## config.mk

```make
export PLATFORM = sky130hd
export DESIGN_NAME = fu_div_iter_flat
export DESIGN_NICKNAME = d
export VERILOG_FILES = /design/src/rtl/fu_div_iter_pkg.sv /design/src/rtl/fu_div_iter_if.sv /design/src/rtl/fu_div_iter_div_restore_step.sv /design/src/rtl/fu_div_iter.sv /design/src/flat_wrapper.sv
export SDC_FILE = /design/constraint.sdc
export NUM_CORES = 1
export LEC_CHECK = 0
export BUFFER_PORTS_ARGS = -buffer_cell sky130_fd_sc_hd__buf_4
export CELL_PAD_IN_SITES_DETAIL_PLACEMENT = 1
export CELL_PAD_IN_SITES_GLOBAL_PLACEMENT = 2
export CORE_UTILIZATION = 37
export CTS_CLUSTER_DIAMETER = 30
export DETAILED_ROUTE_END_ITERATION = 6
export GPL_TIMING_DRIVEN = 0
export PLACE_DENSITY_LB_ADDON = 0.1
export SYNTH_ARGS = -nofsm -noshare
export SYNTH_HDL_FRONTEND = slang
export SYNTH_HIERARCHICAL = 1
export SYNTH_SLANG_ARGS = --single-unit
```

## constraint.sdc

```tcl
create_clock -name clk -period 3.9 [get_ports clk]
set_input_delay 0.585 -clock clk [delete_from_list [all_inputs] [get_ports clk]]
set_output_delay 0.585 -clock clk [all_outputs]
set_load 0.02 [all_outputs]
```

## src/rtl/fu_div_iter_pkg.sv

```systemverilog
// Shared encodings and constants for the iterative RV32M divide unit (fu_div_iter).
package fu_div_iter_pkg;

  localparam int XLEN_DEF  = 32;
  localparam int TAG_W_DEF = 5;

  // funct3[1:0]: bit 0 selects unsigned, bit 1 selects remainder
  typedef enum logic [1:0] {
    OP_DIV  = 2'b00,
    OP_DIVU = 2'b01,
    OP_REM  = 2'b10,
    OP_REMU = 2'b11
  } div_op_t;

  typedef enum logic [1:0] {
    ST_IDLE = 2'b00,
    ST_CALC = 2'b01,
    ST_FIX  = 2'b10,
    ST_DONE = 2'b11
  } div_state_t;

  localparam logic [XLEN_DEF-1:0] ALL_ONES = {XLEN_DEF{1'b1}};
  localparam logic [XLEN_DEF-1:0] INT_MIN  = {1'b1, {(XLEN_DEF-1){1'b0}}};

endpackage

```

## src/rtl/fu_div_iter_if.sv

```systemverilog
// Issue/completion interface between the control unit (master) and the divide FU (slave).
interface fu_div_iter_if #(
  parameter int XLEN  = 32,
  parameter int TAG_W = 5
);
  // Handshake: EN is taken on a rising edge only while busy==0 and kill==0;
  // the issuer must not present EN while busy==1 (it is dropped, not queued).
  // done is a one-cycle pulse, and res/rd_out hold their value until the next completion.
  logic             EN;
  logic [1:0]       op;
  logic [XLEN-1:0]  A;
  logic [XLEN-1:0]  B;
  logic [TAG_W-1:0] rd_in;
  logic             kill;
  logic             busy;
  logic             done;
  logic [XLEN-1:0]  res;
  logic [TAG_W-1:0] rd_out;

  modport master (output EN, op, A, B, rd_in, kill,
                  input  busy, done, res, rd_out);
  modport slave  (input  EN, op, A, B, rd_in, kill,
                  output busy, done, res, rd_out);
endinterface

```

## src/rtl/fu_div_iter_div_restore_step.sv

```systemverilog
// One combinational radix-2 restoring division step: shift {rem,quo} left, trial-subtract divisor.
module div_restore_step #(
  parameter int XLEN = 32
) (
  input  logic [XLEN-1:0] rem_in,
  input  logic [XLEN-1:0] quo_in,
  input  logic [XLEN-1:0] divisor,
  output logic [XLEN-1:0] rem_out,
  output logic [XLEN-1:0] quo_out
);
  logic [XLEN:0]   part;
  logic            ge;
  logic [XLEN-1:0] diff;

  always_comb begin
    part = {rem_in, quo_in[XLEN-1]};
    ge   = (part >= {1'b0, divisor});
    // When ge holds the true difference is below divisor, so XLEN bits suffice
    diff    = part[XLEN-1:0] - divisor;
    rem_out = ge ? diff : part[XLEN-1:0];
    quo_out = {quo_in[XLEN-2:0], ge};
  end
endmodule

```

## src/rtl/fu_div_iter.sv

```systemverilog
// Multi-cycle RV32M DIV/DIVU/REM/REMU unit. Optional FU_DIV_EARLY_OUT_EN skips the
// iterations for divide-by-zero and signed overflow; results are identical either way.
module fu_div_iter
  import fu_div_iter_pkg::*;
#(
  parameter int XLEN  = XLEN_DEF,
  parameter int TAG_W = TAG_W_DEF
) (
  input  logic         clk,
  input  logic         rst_n,
  fu_div_iter_if.slave io,
  output div_state_t   state_dbg
);
  localparam int CNT_W = $clog2(XLEN);
  localparam logic [XLEN-1:0]  ONES_X    = {XLEN{1'b1}};
  localparam logic [XLEN-1:0]  INT_MIN_X = {1'b1, {(XLEN-1){1'b0}}};
  localparam logic [CNT_W-1:0] CNT_LAST  = CNT_W'(XLEN-1);

  div_state_t       state;
  logic [CNT_W-1:0] count;
  logic [XLEN-1:0]  rem_q, quo_q, dvsr_q, a_raw_q;
  logic             neg_quo_q, neg_rem_q, div0_q, ovf_q, is_rem_q;
  logic [TAG_W-1:0] tag_q;
  logic             busy_q, done_q;
  logic [XLEN-1:0]  res_q;
  logic [TAG_W-1:0] rd_out_q;

  logic             signed_op, a_neg, b_neg, in_div0, in_ovf;
  logic [XLEN-1:0]  a_abs, b_abs;
  logic [XLEN-1:0]  rem_nxt, quo_nxt;
  logic [XLEN-1:0]  quo_fix, rem_fix, res_sel;

  always_comb begin
    signed_op = ~io.op[0];
    a_neg     = signed_op & io.A[XLEN-1];
    b_neg     = signed_op & io.B[XLEN-1];
    a_abs     = a_neg ? (~io.A + 1'b1) : io.A;
    b_abs     = b_neg ? (~io.B + 1'b1) : io.B;
    in_div0   = (io.B == '0);
    in_ovf    = signed_op & (io.A == INT_MIN_X) & (io.B == ONES_X);
  end

  div_restore_step #(.XLEN(XLEN)) u_step (
    .rem_in  (rem_q),
    .quo_in  (quo_q),
    .divisor (dvsr_q),
    .rem_out (rem_nxt),
    .quo_out (quo_nxt)
  );

  // Special cases override the magnitude result so the early-out path can reuse FIX
  always_comb begin
    quo_fix = neg_quo_q ? (~quo_q + 1'b1) : quo_q;
    rem_fix = neg_rem_q ? (~rem_q + 1'b1) : rem_q;
    if (div0_q) begin
      quo_fix = ONES_X;
      rem_fix = a_raw_q;
    end else if (ovf_q) begin
      quo_fix = INT_MIN_X;
      rem_fix = '0;
    end
    res_sel = is_rem_q ? rem_fix : quo_fix;
  end

  always_ff @(posedge clk or negedge rst_n) begin
    if (!rst_n) begin
      state     <= ST_IDLE;
      count     <= '0;
      rem_q     <= '0;
      quo_q     <= '0;
      dvsr_q    <= '0;
      a_raw_q   <= '0;
      neg_quo_q <= 1'b0;
      neg_rem_q <= 1'b0;
      div0_q    <= 1'b0;
      ovf_q     <= 1'b0;
      is_rem_q  <= 1'b0;
      tag_q     <= '0;
      busy_q    <= 1'b0;
      done_q    <= 1'b0;
      res_q     <= '0;
      rd_out_q  <= '0;
    end else if (io.kill) begin
      state  <= ST_IDLE;
      busy_q <= 1'b0;
      done_q <= 1'b0;
    end else begin
      case (state)
        ST_IDLE, ST_DONE: begin
          done_q <= 1'b0;
          if (io.EN) begin
            rem_q     <= '0;
            quo_q     <= a_abs;
            dvsr_q    <= b_abs;
            a_raw_q   <= io.A;
            neg_quo_q <= a_neg ^ b_neg;
            neg_rem_q <= a_neg;
            div0_q    <= in_div0;
            ovf_q     <= in_ovf;
            is_rem_q  <= io.op[1];
            tag_q     <= io.rd_in;
            count     <= '0;
            busy_q    <= 1'b1;
`ifdef FU_DIV_EARLY_OUT_EN
            state     <= (in_div0 | in_ovf) ? ST_FIX : ST_CALC;
`else
            state     <= ST_CALC;
`endif
          end else begin
            state <= ST_IDLE;
          end
        end
        ST_CALC: begin
          rem_q <= rem_nxt;
          quo_q <= quo_nxt;
          count <= count + 1'b1;
          if (count == CNT_LAST) state <= ST_FIX;
        end
        ST_FIX: begin
          res_q    <= res_sel;
          rd_out_q <= tag_q;
          busy_q   <= 1'b0;
          done_q   <= 1'b1;
          state    <= ST_DONE;
        end
        default: state <= ST_IDLE;
      endcase
    end
  end

  assign io.busy   = busy_q;
  assign io.done   = done_q;
  assign io.res    = res_q;
  assign io.rd_out = rd_out_q;
  assign state_dbg = state;

endmodule

```

## src/flat_wrapper.sv

```systemverilog
// flat-port wrapper written by rule: the top's interface ports become plain ports
module fu_div_iter_flat import fu_div_iter_pkg::*;
#(
  parameter int XLEN  = XLEN_DEF,
  parameter int TAG_W = TAG_W_DEF
)
  (clk, rst_n, state_dbg, io_EN, io_op, io_A, io_B, io_rd_in, io_kill, io_busy, io_done, io_res, io_rd_out);
  fu_div_iter_if #(.XLEN(XLEN), .TAG_W(TAG_W)) io_i ();
  input  logic clk;
  input  logic rst_n;
  output div_state_t state_dbg;
  input wire logic [$bits(io_i.EN)-1:0] io_EN;
  input wire logic [$bits(io_i.op)-1:0] io_op;
  input wire logic [$bits(io_i.A)-1:0] io_A;
  input wire logic [$bits(io_i.B)-1:0] io_B;
  input wire logic [$bits(io_i.rd_in)-1:0] io_rd_in;
  input wire logic [$bits(io_i.kill)-1:0] io_kill;
  output wire logic [$bits(io_i.busy)-1:0] io_busy;
  output wire logic [$bits(io_i.done)-1:0] io_done;
  output wire logic [$bits(io_i.res)-1:0] io_res;
  output wire logic [$bits(io_i.rd_out)-1:0] io_rd_out;
  assign io_i.EN = io_EN;
  assign io_i.op = io_op;
  assign io_i.A = io_A;
  assign io_i.B = io_B;
  assign io_i.rd_in = io_rd_in;
  assign io_i.kill = io_kill;
  assign io_busy = io_i.busy;
  assign io_done = io_i.done;
  assign io_res = io_i.res;
  assign io_rd_out = io_i.rd_out;
  fu_div_iter #(.XLEN(XLEN), .TAG_W(TAG_W)) u_core (.clk(clk), .rst_n(rst_n), .io(io_i), .state_dbg(state_dbg));
endmodule
```

==> results of run 1 <==
==> sequential cells by signal, summed over array words and instances (netlist names) <==
name and count:
u_core/a_raw_q 32, u_core/dvsr_q 32, u_core/io.res 32, u_core/quo_q 32
u_core/rem_q 32, u_core/count 5, u_core/io.rd_out 5, u_core/tag_q 5
u_core/state_dbg 2, u_core/div0_q 1, u_core/io.busy 1, u_core/io.done 1
u_core/is_rem_q 1, u_core/neg_quo_q 1, u_core/neg_rem_q 1, u_core/ovf_q 1
==> worst paths after layout <==
path	start	to	slack, ns
hold reg to reg	u_core/tag_q[4]	u_core/io.rd_out[4]	0.46
setup reg to reg	u_core/rem_q[4]	u_core/rem_q[28]	0.17
setup / recovery	u_core/rem_q[4]	u_core/rem_q[28]	0.17
max in group asynchronous	rst_n	u_core/quo_q[21]	2.75
hold / removal	rst_n	u_core/dvsr_q[28]	0.15
min in group clk	io_rd_in[2]	u_core/tag_q[2]	0.36
==> kinds of logic (layout without fill, tap and decap cells) <==
| logic type | count (synthesis) | count (layout) | share of synthesized area (%) |
|---|---|---|---|
| compound gates | 413 | 413 | 19.77 |
| xor+xnor | 130 | 130 | 8.494 |
| fa+ha+maj | 42 | 42 | 3.976 |
| buf+inv | 192 | 341 | 6.561 |
| flops | 184 | 184 | 34.35 |
| mux | 87 | 87 | 7.682 |
| simple gates | 546 | 546 | 19.17 |
==> placed cells by master, fill, tap and decap left out, types with 20 or more instances in the layout <==
master      n
a21oi_1    90
buf_4     148
clkbuf_1   79
dfrtp_1   184
ha_1       41
inv_1      64
mux2_2     38
mux2_4     20
mux2i_1    20
nand2_1   224
nand3_1    51
nand4_1    20
nor2_1    102
nor3_1     40
o21ai_0   145
o31ai_1    27
or3_1      22
xnor2_1    79
xor2_1     51
==> metrics by stage <==
step	power, mW	util (%)	std cells
after global routing	11.16	43.46	2204
after CTS	10.46	43.41	2202
after floorplan	6.618	-	1594
after detailed placement	8.637	41.81	2170
after global placement	8.484	41.72	2169
final	10.45	43.46	2204
==> worst register-to-register path, stage by stage, from the launching register on <==
cell and delay [ns]:
dfrtp_1 0.48, ha_1 0.42, nand3_1 0.14, nor2_1 0.10, a221o_1 0.42, a21oi_2 0.29, nor3_1 0.12, nor4_1 0.30
o21ai_1 0.18, o32ai_4 0.35, buf_6 0.27, mux2_1 0.37, nand3_1 0.09, nand2_1 0.08
==> report_power, final <==
part / internal, mW / switching [mW]
Clock: 0.930 / 0.841
Sequential: 2.64 / 0.735
Combinational: 2.03 / 3.27
==> layer usage <==
metal | GRT usage [%] | wire, um | vias to the layer above
li1 | - | - | 5908
met1 | 41.85 | 25470 | 6419
met2 | 43.03 | 22400 | 272
met3 | 3.346 | 2029 | 35
met4 | 6.935 | 764 | 0
met5 | 0 | 0 | -
==> area by class of cell <==
cell class / count / area [um2] / share of cell area, %
Clock buffer: 21 / 470.5 / 3.044
Clock inverter: 11 / 98.84 / 0.6395
Multi-Input combinational cell: 1218 / 7921 / 51.25
Inverter: 67 / 251.5 / 1.627
Tap cell: 461 / 576.8 / 3.732
Buffer: 125 / 628.1 / 4.063
Timing Repair Buffer: 117 / 905.9 / 5.860
Sequential cell: 184 / 4604 / 29.79
==> results.py, run 1 <==
metrics = {
    "yosys": {
        "synthTopCellsByArea": "dfrtp_1, nand2_1, o21ai_0, xnor2_1, ha_1",
        "async_reset_ff_share_pct": 100.0,
        "ys_warn_count": 6,
        "yosysSeqAreaShare_pct": 34.35,
        "yosys-top-cells-count": "nand2_1, dfrtp_1, o21ai_0",
        "ys_types": 81,
        "syn-num-nets": 1711,
        "yosysMostFrequentCell": "nand2_1",
        "syn_area_per_cell_um2": 8.410,
        "synthCells": 1594,
        "synthFlopType": "dfrtp_1",
        "syn_area_um2": 13410,
        "ys_seq_elements": 184,
        "synth_top_area_share_pct": 34.35,
        "synth_edf_count": 0,
        "yosysTopAreaCell": "dfrtp_1",
    },
    "grt": {
        "grt_util_all_layers_pct": 28.19,
        "grt_max_degree": 96,
        "grt_overflow_total": 0,
        "grt_pass1_wl_um": 77710,
        "antenna_found_initial": 0,
        "grt_pass1_vias": 12830,
    },
    "critical_path": {
        "path_cells": "ha_1 > nand3_1 > nor2_1 > a221o_1 > a21oi_2 > nor3_1 > nor4_1 > o21ai_1 > o32ai_4 > buf_6 > mux2_1 > nand3_1 > nand2_1",
        "critPathKind": "reg2reg",
        "path_max_fanout": 10,
        "r2r.worst_path.cells": 13,
        "crit_family": "compound AO/OA/AOI/OAI gates",
        "path_buf_inv": 1,
        "crit_path_end_kind": "register",
        "crit_slowest_cell": "dfrtp_1",
        "required_ns": 4.25,
        "startpoint_type": "register",
        "cp.arrival_ns": 4.08,
        "crit_top_cell": "nand3_1",
        "crit_path_max_incr_delay_ns": 0.48,
        "crit_cells": 13,
    },
    "detailed_routing": {
        "viasPerCell": 5.732,
        "drc_errors": 0,
        "drt-total-wl_um": 50660,
        "drtIter0Drc": 760,
        "routedWlPerCell_um": 22.98,
        "ant_nets": 0,
        "dr.pass1.iters": 5,
        "vias": 12630,
    },
    "clock_network": {
        "post_cts_buffers": 0,
        "cts-root-buf": "clkbuf_16",
        "ctsResizeCount": 0,
        "cts_buffers": 17,
        "cts.clk_slew.worst_paths_ns": 0.07,
        "clock_latency_ns": 0.46,
        "postCtsHoldBufs": 0,
        "cts_tree": "yes",
        "ctsHtreeMaxLevel": 4,
        "clockBufferDepth": 2,
        "clkSinkCount": 184,
    },
    "final_layout": {
        "layout.nets": 1847,
        "final_area_um2": 15460,
        "n_fill_cell": 4285,
        "drive_gt1_share_pct": 15.83,
        "diodes": 0,
        "syn_to_final_growth_pct": 15.31,
    },
    "timing": {
        "layout_min_cycle_time_ns": 3.730,
        "final.setup.worst_slack_ns": 0.1701,
        "slew_violations": 0,
        "rsz0062_at_grt": "no",
        "finalClockSkew_ns": 0.01122,
        "tns_ns": 0,
        "hold_ws_ns": 0.1474,
        "max_freq_mhz": 268.1,
        "max-slew-margin-rel_pct": 7.919,
        "worst_slew_pin_slew_ns": 1.371,
        "hold_violations": 0,
        "setup_viol": 0,
        "fin_crit_sh_pct": 95.64,
    },
    "die": {
        "dieArea_um2": 37000,
        "die_h_um": 192.3,
        "start_util_pct": 37.69,
        "pin_count": 116,
        "die_x_um": 192.3,
        "placementRows": 69,
        "core_area_um2": 35570,
    },
    "placed_design": {
        "place_worst_setup_slack_ns": 0.2375,
        "dp_hpwl_um": 39670,
        "io_buffer_count": 114,
        "place_area_um2": 14870,
        "gp_congestion": 0.8879,
    },
    "worst_hold_path": {
        "min_path_type": "in2async",
    },
    "run_status": {
        "outcome": "finished, final reports clean",
    },
    "power_and_ir_drop": {
        "power.density_nw_per_um2": 675.9,
        "leakage_nw": 6.948,
        "vdd_drop_max_v": 0.0003835,
    },
    "job": {
        "drv_cap": 0,
    },
}
No activity file was read; power rests on OpenSTA's default activity.
==> run 2, diff against run 1 <==
--- a/config.mk
+++ b/config.mk
@@ -8,10 +8,9 @@
 export BUFFER_PORTS_ARGS = -buffer_cell sky130_fd_sc_hd__buf_4
 export CELL_PAD_IN_SITES_DETAIL_PLACEMENT = 1
 export CELL_PAD_IN_SITES_GLOBAL_PLACEMENT = 2
-export CORE_UTILIZATION = 37
+export CORE_UTILIZATION = 35
 export CTS_CLUSTER_DIAMETER = 30
 export DETAILED_ROUTE_END_ITERATION = 6
-export GPL_TIMING_DRIVEN = 0
 export PLACE_DENSITY_LB_ADDON = 0.1
 export SYNTH_ARGS = -nofsm -noshare
 export SYNTH_HDL_FRONTEND = slang
==> run 2 against run 1 <==
Compared with the run above: critical path depth is the same; core utilization fell by 3.1 points; register-to-register slack gained 0.18 ns; sequential cell count unchanged; cell count down 1.9%; wire length decreased by 11%; via count decreased by 6.5%; clock skew increased by 0.0046 ns; hold slack gained 0.051 ns; critical endpoint is now u_core/rem_q[2]; clock power up 8%; die area grew 5.7%.
==> results.py, run 2 (same netlist as run 1, synthesis figures left out) <==
metrics = {
    "clock_network": {
        "clkSinkCount": 184,
        "ctsResizeCount": 0,
        "post_cts_buffers": 0,
        "cts_tree": "yes",
        "clockBufferDepth": 2,
        "ctsHtreeMaxLevel": 4,
        "cts_buffers": 17,
        "postCtsHoldBufs": 0,
        "cts-root-buf": "clkbuf_16",
        "cts.clk_slew.worst_paths_ns": 0.07,
        "clock_latency_ns": 0.46,
    },
    "detailed_routing": {
        "drc_errors": 0,
        "viasPerCell": 5.465,
        "ant_nets": 0,
        "drtIter0Drc": 661,
        "dr.pass1.iters": 5,
        "routedWlPerCell_um": 20.93,
        "drt-total-wl_um": 45250,
        "vias": 11820,
    },
    "final_layout": {
        "n_fill_cell": 4490,
        "final_area_um2": 15210,
        "drive_gt1_share_pct": 16.55,
        "layout_commonest_cell": "nand2_1",
        "layout.nets": 1754,
        "syn_to_final_growth_pct": 13.45,
        "final_cell_mix": "nand2_1, dfrtp_1, buf_4",
    },
    "critical_path": {
        "cp.arrival_ns": 3.91,
        "path_max_fanout": 22,
        "crit-reg2reg-launch": "u_core/rem_q[4]",
        "r2r-end": "u_core/rem_q[2]",
        "reg2reg_slack_ns": 0.35,
        "r2r.worst_path.cells": 13,
        "crit_family": "compound AO/OA/AOI/OAI gates",
        "required_ns": 4.25,
        "crit_top_cell": "nand3_1",
        "crit_path_start": "u_core/rem_q[4]",
        "path_buf_inv": 1,
        "crit_path_end_kind": "register",
        "startpoint_type": "register",
        "critPathKind": "reg2reg",
        "crit_slowest_cell": "dfrtp_1",
        "path_cells": "ha_1 > nand3_1 > nor2_1 > a221o_1 > a21oi_2 > nor3_1 > nor4_1 > o21ai_1 > o32ai_4 > buf_12 > mux2_2 > nand3_1 > nand2_1",
        "crit_path_max_incr_delay_ns": 0.46,
    },
    "power_and_ir_drop": {
        "power.density_nw_per_um2": 661.9,
        "vdd_drop_max_v": 0.0004236,
        "switchingPower_mw": 4.524,
        "p_sw_share_pct": 44.94,
        "power_frac_clock_pct": 19.0,
        "intPower_mw": 5.542,
        "seqPwrFrac_pct": 33.2,
        "p_comb_share_pct": 47.7,
        "leakage_nw": 6.841,
    },
    "die": {
        "core_area_um2": 37670,
        "die_h_um": 197.7,
        "placementRows": 71,
        "pin_count": 116,
        "dieArea_um2": 39090,
        "start_util_pct": 35.59,
        "die_x_um": 197.7,
    },
    "grt": {
        "antenna_found_initial": 2,
        "grt_pass1_wl_um": 71510,
        "grt_max_degree": 97,
        "grt_overflow_total": 0,
        "grt_util_all_layers_pct": 23.86,
        "grt_pass1_vias": 12130,
    },
    "placed_design": {
        "place_area_um2": 14590,
        "dp_hpwl_um": 33950,
        "io_buffer_count": 115,
        "gp_congestion": 0.8543,
    },
    "timing": {
        "finalClockSkew_ns": 0.01577,
        "rsz0062_at_grt": "no",
        "fin_crit_sh_pct": 91.14,
        "layout_min_cycle_time_ns": 3.555,
        "max-slew-margin-rel_pct": 31.94,
        "hold_ws_ns": 0.1986,
        "tns_ns": 0,
        "max_freq_mhz": 281.3,
        "slew_violations": 0,
        "hold_violations": 0,
        "worst_slew_pin_slew_ns": 1.013,
        "setup_viol": 0,
    },
    "job": {
        "drv_cap": 0,
    },
    "run_status": {
        "outcome": "finished, final reports clean",
    },
    "worst_hold_path": {
        "min_path_type": "in2async",
    },
}
==> run 2: changes by cell type in the layout (fill, tap and decap cells not counted), sizes merged <==
cell,delta
inv,+3
bufinv,+2
diode,+1
buf,-16
clkinv,-2
clkinvlp,-2
clkbuf,-78
==> run 2: cell type report <==
| cell class | count | area (um2) | area share (%) |
|---|---|---|---|
| Sequential cell | 184 | 4604 | 30.28 |
| Timing Repair Buffer | 149 | 1150 | 7.561 |
| Clock inverter | 12 | 163.9 | 1.078 |
| Tap cell | 511 | 639.4 | 4.204 |
| Multi-Input combinational cell | 1218 | 7940 | 52.21 |
| Clock buffer | 20 | 456.7 | 3.003 |
| Antenna cell | 1 | 2.502 | 0.01645 |
| Inverter | 67 | 251.5 | 1.654 |
==> run 2: worst max path at each step <==
stage / to / slack, ns / cells after the start
final: u_core/rem_q[2] / 0.35 / 13
after global routing: u_core/rem_q[13] / 0.1 / 13
after CTS: u_core/rem_q[2] / 0.33 / 13
after detailed placement: u_core/rem_q[2] / 0.35 / 13
after global placement: u_core/rem_q[2] / 0.44 / 13
after floorplan: u_core/rem_q[10] / 0.96 / 13
==> run 2: per-stage QoR <==
| step | instances | power [mW] | worst slack (ns) | util, % |
|---|---|---|---|---|
| finish | 2162 | 10.07 | 0.3454 | 40.38 |
| global route | 2161 | 10.80 | 0.09930 | 40.37 |
| CTS | 2161 | 10.15 | 0.3278 | 40.37 |
| detailed placement | 2129 | 8.193 | 0.3548 | 38.72 |
| global placement | 2129 | 8.085 | 0.4360 | 38.72 |
| floorplan | 1594 | 6.618 | 0.9602 | - |
==> run 2: worst register-to-register path, cell delays in order, from the launching register on <==
cell	delay (ns)
dfrtp_1	0.46
ha_1	0.42
nand3_1	0.15
nor2_1	0.08
a221o_1	0.39
a21oi_2	0.21
nor3_1	0.09
nor4_1	0.25
o21ai_1	0.17
o32ai_4	0.43
buf_12	0.29
mux2_2	0.38
nand3_1	0.08
nand2_1	0.06
==> run 2: power groups by stage <==
| stage | Clock (mW) | Sequential [mW] | Combinational [mW] |
|---|---|---|---|
| floorplan | 0 | 3.33 | 3.28 |
| CTS | 1.97 | 3.36 | 4.82 |
| finish | 1.91 | 3.35 | 4.81 |
| global placement | 0 | 3.37 | 4.71 |
| global route | 2.04 | 3.45 | 5.31 |
| detailed placement | 0 | 3.40 | 4.80 |
==> run 2: metal layers <==
layer / up-vias / track usage [%] / routed length [um]
li1: 5724 / - / -
met1: 5894 / 34.32 / 22760
met2: 165 / 38.13 / 20800
met3: 32 / 2.998 / 1134
met4: 0 / 4.938 / 552
met5: - / 0 / 0
